File: src/rtl/beta_dmem_lsu_port.sv
// Exe-stage load/store port to the dmem bus, up to MAX_OUTST in flight; optional trap via BETA_DMEM_MISALIGN_TRAP_EN.
// Issue 1 cycle after accept, response same cycle as dmem_rvalid_i; req_ready_o low while issuing or MAX_OUTST pending.
module beta_dmem_lsu_port #(
    parameter int DATA_W    = 32,
    parameter int ADDR_W    = 32,
    parameter int MAX_OUTST = 2
) (
    input  logic                clk_i,
    input  logic                rst_i,
    input  logic                req_valid_i,
    output logic                req_ready_o,
    input  logic                req_op_i,
    input  logic [1:0]          req_size_i,
    input  logic                req_unsigned_i,
    input  logic [ADDR_W-1:0]   req_addr_i,
    input  logic [31:0]         req_wdata_i,
    output logic                rsp_valid_o,
    output logic [31:0]         rsp_rdata_o,
    output logic                rsp_err_o,
    output logic                dmem_valid_o,
    input  logic                dmem_ready_i,
    output logic                dmem_we_o,
    output logic [ADDR_W-1:0]   dmem_addr_o,
    output logic [DATA_W/8-1:0] dmem_be_o,
    output logic [DATA_W-1:0]   dmem_wdata_o,
    input  logic                dmem_rvalid_i,
    input  logic [DATA_W-1:0]   dmem_rdata_i
);
    localparam int BE_W  = DATA_W / 8;
    localparam int OFS_W = $clog2(BE_W);
    localparam int PTR_W = (MAX_OUTST > 1) ? $clog2(MAX_OUTST) : 1;
    localparam int CNT_W = $clog2(MAX_OUTST + 1);

    typedef enum logic {
        ST_IDLE = 1'b0,
        ST_WRDY = 1'b1
    } state_t;

    typedef struct packed {
        logic             op;
        logic [1:0]       size;
        logic             uns;
        logic [OFS_W-1:0] ofs;
        logic             err;
    } meta_t;

    state_t             r_state;
    state_t             w_state_nxt;
    logic               w_dmem_valid;

    logic               r_dmem_we;
    logic [ADDR_W-1:0]  r_dmem_addr;
    logic [BE_W-1:0]    r_dmem_be;
    logic [DATA_W-1:0]  r_dmem_wdata;

    meta_t              r_fifo [MAX_OUTST];
    logic [PTR_W-1:0]   r_wptr;
    logic [PTR_W-1:0]   r_rptr;
    logic [CNT_W-1:0]   r_count;

    logic [OFS_W-1:0]   w_req_ofs;
    logic               w_is_word;
    logic               w_is_half;
    logic [BE_W-1:0]    w_be_base;
    logic [BE_W-1:0]    w_req_be;
    logic [DATA_W-1:0]  w_req_wdata;
    logic [ADDR_W-1:0]  w_req_addr;
    logic               w_full;
    logic               w_accept;
    logic               w_push;
    logic               w_pop;
    logic               w_err_block;
    logic               w_err_rsp;
    meta_t              w_push_meta;
    meta_t              w_head;
    logic [31:0]        w_shifted;
    logic [31:0]        w_ld_data;

    // ---------------- request decode ----------------
    assign w_req_ofs  = req_addr_i[OFS_W-1:0];
    assign w_is_word  = (req_size_i == 2'b01) || (req_size_i == 2'b00);
    assign w_is_half  = (req_size_i == 2'b10);
    assign w_req_addr = {req_addr_i[ADDR_W-1:OFS_W], {OFS_W{1'b0}}};

    always_comb begin
        w_be_base   = BE_W'(1'b1);
        w_req_wdata = {(DATA_W/8){req_wdata_i[7:0]}};
        if (w_is_word) begin
            w_be_base   = BE_W'(4'hF);
            w_req_wdata = {(DATA_W/32){req_wdata_i}};
        end else if (w_is_half) begin
            w_be_base   = BE_W'(2'b11);
            w_req_wdata = {(DATA_W/16){req_wdata_i[15:0]}};
        end
    end

    // Lanes shifted past the bus width fall off the top.
    assign w_req_be = w_be_base << w_req_ofs;

    assign w_full      = (r_count == CNT_W'(MAX_OUTST));
    assign req_ready_o = !rst_i && (r_state == ST_IDLE) && !w_full && !w_err_block;
    assign w_accept    = req_valid_i && req_ready_o;

`ifdef BETA_DMEM_MISALIGN_TRAP_EN
    logic w_misalign;
    logic r_err_pend;

    assign w_misalign  = (w_is_word && (req_addr_i[1:0] != 2'b00)) ||
                         (w_is_half && req_addr_i[0]);
    assign w_push      = w_accept && !w_misalign;
    assign w_err_block = r_err_pend;
    // A bus response owns the response slot; the trap waits until it is free.
    assign w_err_rsp   = r_err_pend && !w_pop;

    always_ff @(posedge clk_i or posedge rst_i) begin
        if (rst_i) begin
            r_err_pend <= 1'b0;
        end else if (w_accept && w_misalign) begin
            r_err_pend <= 1'b1;
        end else if (!w_pop) begin
            r_err_pend <= 1'b0;
        end
    end
`else
    assign w_push      = w_accept;
    assign w_err_block = 1'b0;
    assign w_err_rsp   = 1'b0;
`endif

    // ---------------- request FSM ----------------
    always_ff @(posedge clk_i or posedge rst_i) begin
        if (rst_i) begin
            r_state <= ST_IDLE;
        end else begin
            r_state <= w_state_nxt;
        end
    end

    always_comb begin
        w_state_nxt  = r_state;
        w_dmem_valid = 1'b0;
        unique case (r_state)
            ST_IDLE: begin
                if (w_push) begin
                    w_state_nxt = ST_WRDY;
                end
            end
            ST_WRDY: begin
                w_dmem_valid = 1'b1;
                if (dmem_ready_i) begin
                    w_state_nxt = ST_IDLE;
                end
            end
            default: w_state_nxt = ST_IDLE;
        endcase
    end

    always_ff @(posedge clk_i or posedge rst_i) begin
        if (rst_i) begin
            r_dmem_we    <= 1'b0;
            r_dmem_addr  <= '0;
            r_dmem_be    <= '0;
            r_dmem_wdata <= '0;
        end else if (w_push) begin
            r_dmem_we    <= req_op_i;
            r_dmem_addr  <= w_req_addr;
            r_dmem_be    <= w_req_be;
            r_dmem_wdata <= w_req_wdata;
        end
    end

    assign dmem_valid_o = w_dmem_valid;
    assign dmem_we_o    = r_dmem_we;
    assign dmem_addr_o  = r_dmem_addr;
    assign dmem_be_o    = r_dmem_be;
    assign dmem_wdata_o = r_dmem_wdata;

    // ---------------- metadata FIFO ----------------
    assign w_push_meta = '{op: req_op_i, size: req_size_i, uns: req_unsigned_i,
                           ofs: w_req_ofs, err: 1'b0};
    assign w_pop  = dmem_rvalid_i && (r_count != '0);
    assign w_head = r_fifo[r_rptr];

    always_ff @(posedge clk_i) begin
        if (w_push) begin
            r_fifo[r_wptr] <= w_push_meta;
        end
    end

    always_ff @(posedge clk_i or posedge rst_i) begin
        if (rst_i) begin
            r_wptr  <= '0;
            r_rptr  <= '0;
            r_count <= '0;
        end else begin
            if (w_push) begin
                r_wptr <= (r_wptr == PTR_W'(MAX_OUTST - 1)) ? '0 : r_wptr + PTR_W'(1);
            end
            if (w_pop) begin
                r_rptr <= (r_rptr == PTR_W'(MAX_OUTST - 1)) ? '0 : r_rptr + PTR_W'(1);
            end
            if (w_push && !w_pop) begin
                r_count <= r_count + CNT_W'(1);
            end else if (!w_push && w_pop) begin
                r_count <= r_count - CNT_W'(1);
            end
        end
    end

    // ---------------- load alignment and extension ----------------
    assign w_shifted = 32'(dmem_rdata_i >> {w_head.ofs, 3'b000});

    always_comb begin
        w_ld_data = w_shifted;
        if (w_head.size == 2'b10) begin
            w_ld_data = {{16{!w_head.uns && w_shifted[15]}}, w_shifted[15:0]};
        end else if (w_head.size == 2'b11) begin
            w_ld_data = {{24{!w_head.uns && w_shifted[7]}}, w_shifted[7:0]};
        end
    end

    assign rsp_valid_o = w_pop || w_err_rsp;
    assign rsp_rdata_o = (w_pop && !w_head.op) ? w_ld_data : 32'h0;
    assign rsp_err_o   = w_pop ? w_head.err : w_err_rsp;

endmodule

File: config.mk
export PLATFORM = sky130hd
export DESIGN_NAME = beta_dmem_lsu_port
export DESIGN_NICKNAME = d
export VERILOG_FILES = /design/src/rtl/beta_dmem_lsu_port.sv
export SDC_FILE = /design/constraint.sdc
export NUM_CORES = 1
export LEC_CHECK = 0
export CORE_MARGIN = 2
export CORE_UTILIZATION = 44
export DETAILED_ROUTE_END_ITERATION = 6
export GPL_TIMING_DRIVEN = 0
export HOLD_SLACK_MARGIN = 0.03
export MAX_ROUTING_LAYER = met4
export PLACE_DENSITY = 0.91
export SLEW_MARGIN = 20
export SYNTH_ARGS = -nofsm -noshare
export SYNTH_HDL_FRONTEND = slang
export SYNTH_SLANG_ARGS = --single-unit
File: constraint.sdc
create_clock -name clk_i -period 5.9 [get_ports clk_i]
set_input_delay 0.59 -clock clk_i [delete_from_list [all_inputs] [get_ports clk_i]]
set_output_delay 0.59 -clock clk_i [all_outputs]
set_load 0.03 [all_outputs]
# [Yosys cells after proc, flatten, opt, wreduce, memory -nomap -nowiden]
# Memory sizes are Yosys's and may differ from the RTL's.
# Index checks and enable logic that the tools add are counted.
[word_totals] latch_bits=0 inputBits=105 n_memories=1 ramBits=12 elab_cells=57 out_inout_bits=105 ff_bits=72 mem_bits_ro=0
[op_classes] order_cmp=0 n_eq_ne=5 n_shift=2 div=0 n_addsub=4 mul=0 n_mux=17 n_bitwise=1 n_reduce_logical=19
[mem_list] memory="r_fifo" words=2 word_bits=6 rd=1 rd_clocked_by_memory_dff=0 write_ports=1 line_no="56" rtl="meta_t r_fifo [MAX_OUTST];"
[op_table] operator="$mux 32" count=5
[op_table] operator="$shr 32x5->32" count=1
[op_table] operator="$logic_and 1x1->1" count=9
[op_table] operator="$eq 2x2->1 const B" count=4
[op_table] operator="$mux 1" count=7
[op_table] operator="$logic_not 1->1" count=6
[op_table] operator="$mux 2" count=3
[op_table] operator="$mux 4" count=1
[op_table] operator="$reduce_bool 2->1" count=2
[op_table] operator="$shl 4x2->4" count=1
[op_table] operator="$add 1x1->1 const B" count=2
[op_table] operator="$add 2x1->2 const B" count=1
[op_table] operator="$eq 2x1->1 const B" count=1
[op_table] operator="$logic_not 2->1" count=1
[op_table] operator="$pmux 1 s2" count=1
[op_table] operator="$sub 2x1->2 const B" count=1
[op_table] operator="$logic_or 1x1->1" count=1
[op_table] operator="$not 1->1" count=1

# [Logic depth before layout (Yosys ltp)]
[depth] depth_word=8 depth_mapped=9

# [Worst setup path after synthesis]
# No wires, ideal clock.
[synth_path] path_type="in2out" from="in dmem_rvalid_i" to="out rsp_rdata_o[27]" slack_ns=3.005 cell_stages=6 path_buffers=0 t_required_ns=5.310 arrival_time_ns=2.305 cell_sequence="o21ai_0 > inv_1 > nand2_1 > a21oi_1 > a21bo_2 > nor3_1"
[synth_between] elab_chain_cells=3
[synth_rtl] item="start: declaration" line_no="26" rtl="input logic dmem_rvalid_i,"
[synth_rtl] item="$logic_and 1x1->1" line_no="181" rtl="assign w_pop = dmem_rvalid_i && (r_count != '0);"
[synth_rtl] item="via rsp_valid_o" line_no="17" rtl="output logic rsp_valid_o,"
[synth_rtl] item="$logic_and 1x1->1" line_no="223" rtl="assign rsp_rdata_o = (w_pop && !w_head.op) ? w_ld_data : 32'h0;"
[synth_rtl] item="$mux 32" line_no="223"
[synth_rtl] item="end: declaration" line_no="18" rtl="output logic [31:0] rsp_rdata_o,"
# The timed path passes the listed nets, and every way through them passes these cells.

# [Worst setup path after layout]
[layout_path] from="in dmem_rvalid_i" to="out rsp_rdata_o[13]"
[layout_between] elab_chain_cells=3
[layout_rtl] item="$logic_and 1x1->1" line_no="181"
[layout_rtl] item="$logic_and 1x1->1" line_no="223"
[layout_rtl] item="$mux 32" line_no="223"
# Every way passes these cells.

==> impl_metrics.tcl <==
set metrics [dict create \
    outcome "finished clean" \
    dr_wl_met2_mm 7.43 \
    grt_max_degree 47 \
    cap_viol_max_count 0 \
    grt_pass1_vias 4562 \
    hp-class "flop to flop" \
    ctsHtreeMaxLevel 3 \
    syn2layout_area_growth_pct 56.9 \
    dieArea_sq_um 10700 \
    finalHoldViolCount 0 \
    setup_violations 0 \
    nFillCells 703 \
    start_kind "input port" \
    holdBufCountCts 0 \
    drive_gt1_frac 0.0845 \
    fmax_ghz 0.260 \
    crit_path_max_incr_delay_ns 0.73 \
    routed.top_layer "met4" \
    finalNetCount 800 \
    cp-end-kind "primary output" \
    clkSinkCount 84 \
    power_density_nw_per_um2 495 \
    fp.dieH_um 103 \
    yosysWarnings 0 \
    synth_area_sq_um 4350 \
    remaining_drc_errors 0 \
    place.gp.congestion 0.942 \
    initialDrtViolationCount 170 \
    vias 4392 \
    path_clk_slew_ns 0.07 \
    rows 36 \
    placed_area_sq_um 6610 \
    avgSynthCellArea_sq_um 9.17 \
    numCtsBuffers 9 \
    netlist_instances 474 \
    layout.cells.non_filler 831 \
    io_pins 210 \
    peakVddDrop_mv 0.455 \
    regArea_sq_um 2160 \
    cts_buffer_depth 2 \
    ys_ff_latch 84 \
    min_period_ns 3.85 \
    antenna_found_initial 0 \
    synth-seq-area-share 0.497 \
    slew_viol_final 0 \
    p_leak_nw 3.00 \
    fin_worst_skew_ns 0.0146 \
    arrival_ns 3.26 \
    fin_area_sq_um 6820 \
    wl_met1_mm 5.14 \
    mostFrequentLayoutCells "206 x clkdlybuf4s50_1, 159 x nand2_1, 72 x dfrtp_1" \
    cts_setup_buffers 0 \
    fp.dieW_um 103 \
    worstPathCellList "clkdlybuf4s50_1 -> o21ai_0 -> inv_1 -> nand2_1 -> a21oi_1 -> a21bo_2 -> buf_6 -> nor2_1 -> clkdlybuf4s50_1" \
    track_usage 0.292 \
    crit_path_frequent_cell "clkdlybuf4s50_1" \
    crit_required_ns 5.31 \
    crit_slowest_cell "clkdlybuf4s50_1" \
    initial_core_util 0.449 \
    core-area_sq_um 9680 \
    grt_overflow 0 \
    wirelength_mm 14.6 \
    wl_per_cell_um 17.5 \
    dp.cells 816 \
    final_util 0.705 \
    tightest_slew_ns 0.717 \
    diodes 0 \
    vias_per_cell 5.29 \
    postRouteAntennaNets 0 \
    dr_wl_met3_mm 1.54 \
    portBuffers 206 \
    rsz0062_at_grt "false" \
    synth_edf_count 12 \
    clk_latency_ns 0.37 \
    finalSetupTns_ns 0 \
    final_common_cell "clkdlybuf4s50_1" \
    ys.flop_type "dfrtp_1" \
    critPathMaxFanout 10 \
    first_pass_iters 4 \
    fin_hold_ws_ns 0.483 \
    multi_input_area_sq_um 2010 \
    cts_root_buf "clkbuf_8" \
    grt_pass1_wl_mm 22.8 \
    cts_tree "done" \
    cts_resized 0 \
    async_flop_share 0.857 \
    critPathKind "input port to primary output" \
    dpl.hpwl_mm 11.3 \
    synth_cell_types 39 \
    min_period_over_period 0.653 \
    slew_headroom 0.519 \
]
final cells by class:
| class | instances | area share |
|---|---|---|
| clock buffer | 12 | 0.0244 |
| timing repair buffer | 207 | 0.306 |
| sequential | 84 | 0.317 |
| clock inverter | 3 | 0.00642 |
| buffer | 33 | 0.0240 |
| tap | 133 | 0.0244 |
| inverter | 6 | 0.00367 |
| multi-input combinational | 353 | 0.294 |
Yosys cell counts (4+ instances only):
cell      number  area share
a211oi_1       9       0.016
dfrtp_1       72        0.41
nor3_1         4      0.0046
nor2_1        22       0.019
o21ai_0       37       0.043
nor3_2        12       0.028
a221oi_1       7       0.014
clkbuf_1      20       0.017
a21oi_1       20       0.023
mux2i_1       32       0.074
mux2_2        16       0.041
inv_1          6      0.0052
edfxtp_1      12       0.083
buf_2          5      0.0058
nand2_1      159        0.14
nor2b_1        4      0.0058
path summary, 6_finish.rpt:
path	depth (start not counted)	slack (ns)	end	startpoint
min in group asynchronous	2	0.59	dmem_wdata_o[23]$_DFFE_PP0P_	rst_i
min	2	0.48	dmem_be_o[1]$_DFFE_PP0P_	dmem_be_o[1]$_DFFE_PP0P_
max in group asynchronous	3	4.77	dmem_addr_o[18]$_DFFE_PP0P_	rst_i
max	9	2.05	rsp_rdata_o[13]	dmem_rvalid_i
max reg2reg	6	3.23	r_fifo[0][3]$_DFFE_PP_	r_count[0]$_DFFE_PP0P_
min reg2reg	2	0.48	dmem_be_o[1]$_DFFE_PP0P_	dmem_be_o[1]$_DFFE_PP0P_
routing by layer:
layer  up-vias  global-route usage
met3        35              0.0954
met4         0               0.145
met5         -                   -
met2       234               0.503
met1      2087               0.298
li1       2036                   -
state kept, by name, summed over array words and instances, names as in the netlist:
name,flops
dmem_addr_o,30
dmem_wdata_o,32
dmem_be_o,4
r_count,2
r_state,1
r_fifo,12
dmem_we_o,1
r_wptr,1
r_rptr,1
critical path: cells and delay by family:
kind / cells / cell delay [ns]
AND/OR/NAND/NOR: 2 / 0.48
AO/OA/AOI/OAI: 3 / 0.70
buffers and inverters: 4 / 1.49
stage by stage:
| stage | total power, mW | setup WS [ns] |
|---|---|---|
| after global routing | 3.56 | 1.87 |
| final | 3.38 | 2.05 |
| after floorplan | 2.10 | 3.00 |
| after CTS | 3.38 | 2.05 |
| after detailed placement | 2.94 | 2.08 |
| after global placement | 2.87 | 2.15 |
power breakdown:
part           internal (mW)  switching, mW  leakage [nW]
clock                  0.231          0.207         0.108
sequential             0.831          0.145          1.00
combinational          0.790           1.18          1.89
kinds of logic (layout without fill, tap and decap cells):
| family | Yosys count | count (layout) | share of synthesized area |
|---|---|---|---|
| DFF | 84 | 84 | 0.497 |
| muxes | 50 | 50 | 0.123 |
| AOI/OAI and AO/OA | 84 | 84 | 0.116 |
| other | 1 | 3 | 0.000862 |
| adders and majority gates | 1 | 1 | 0.00288 |
| xor gates and xnor gates | 5 | 5 | 0.0101 |
| and+or+nand+nor | 210 | 210 | 0.207 |
| buffers and inverters | 39 | 261 | 0.0429 |
(Power assumes the default switching activity.)
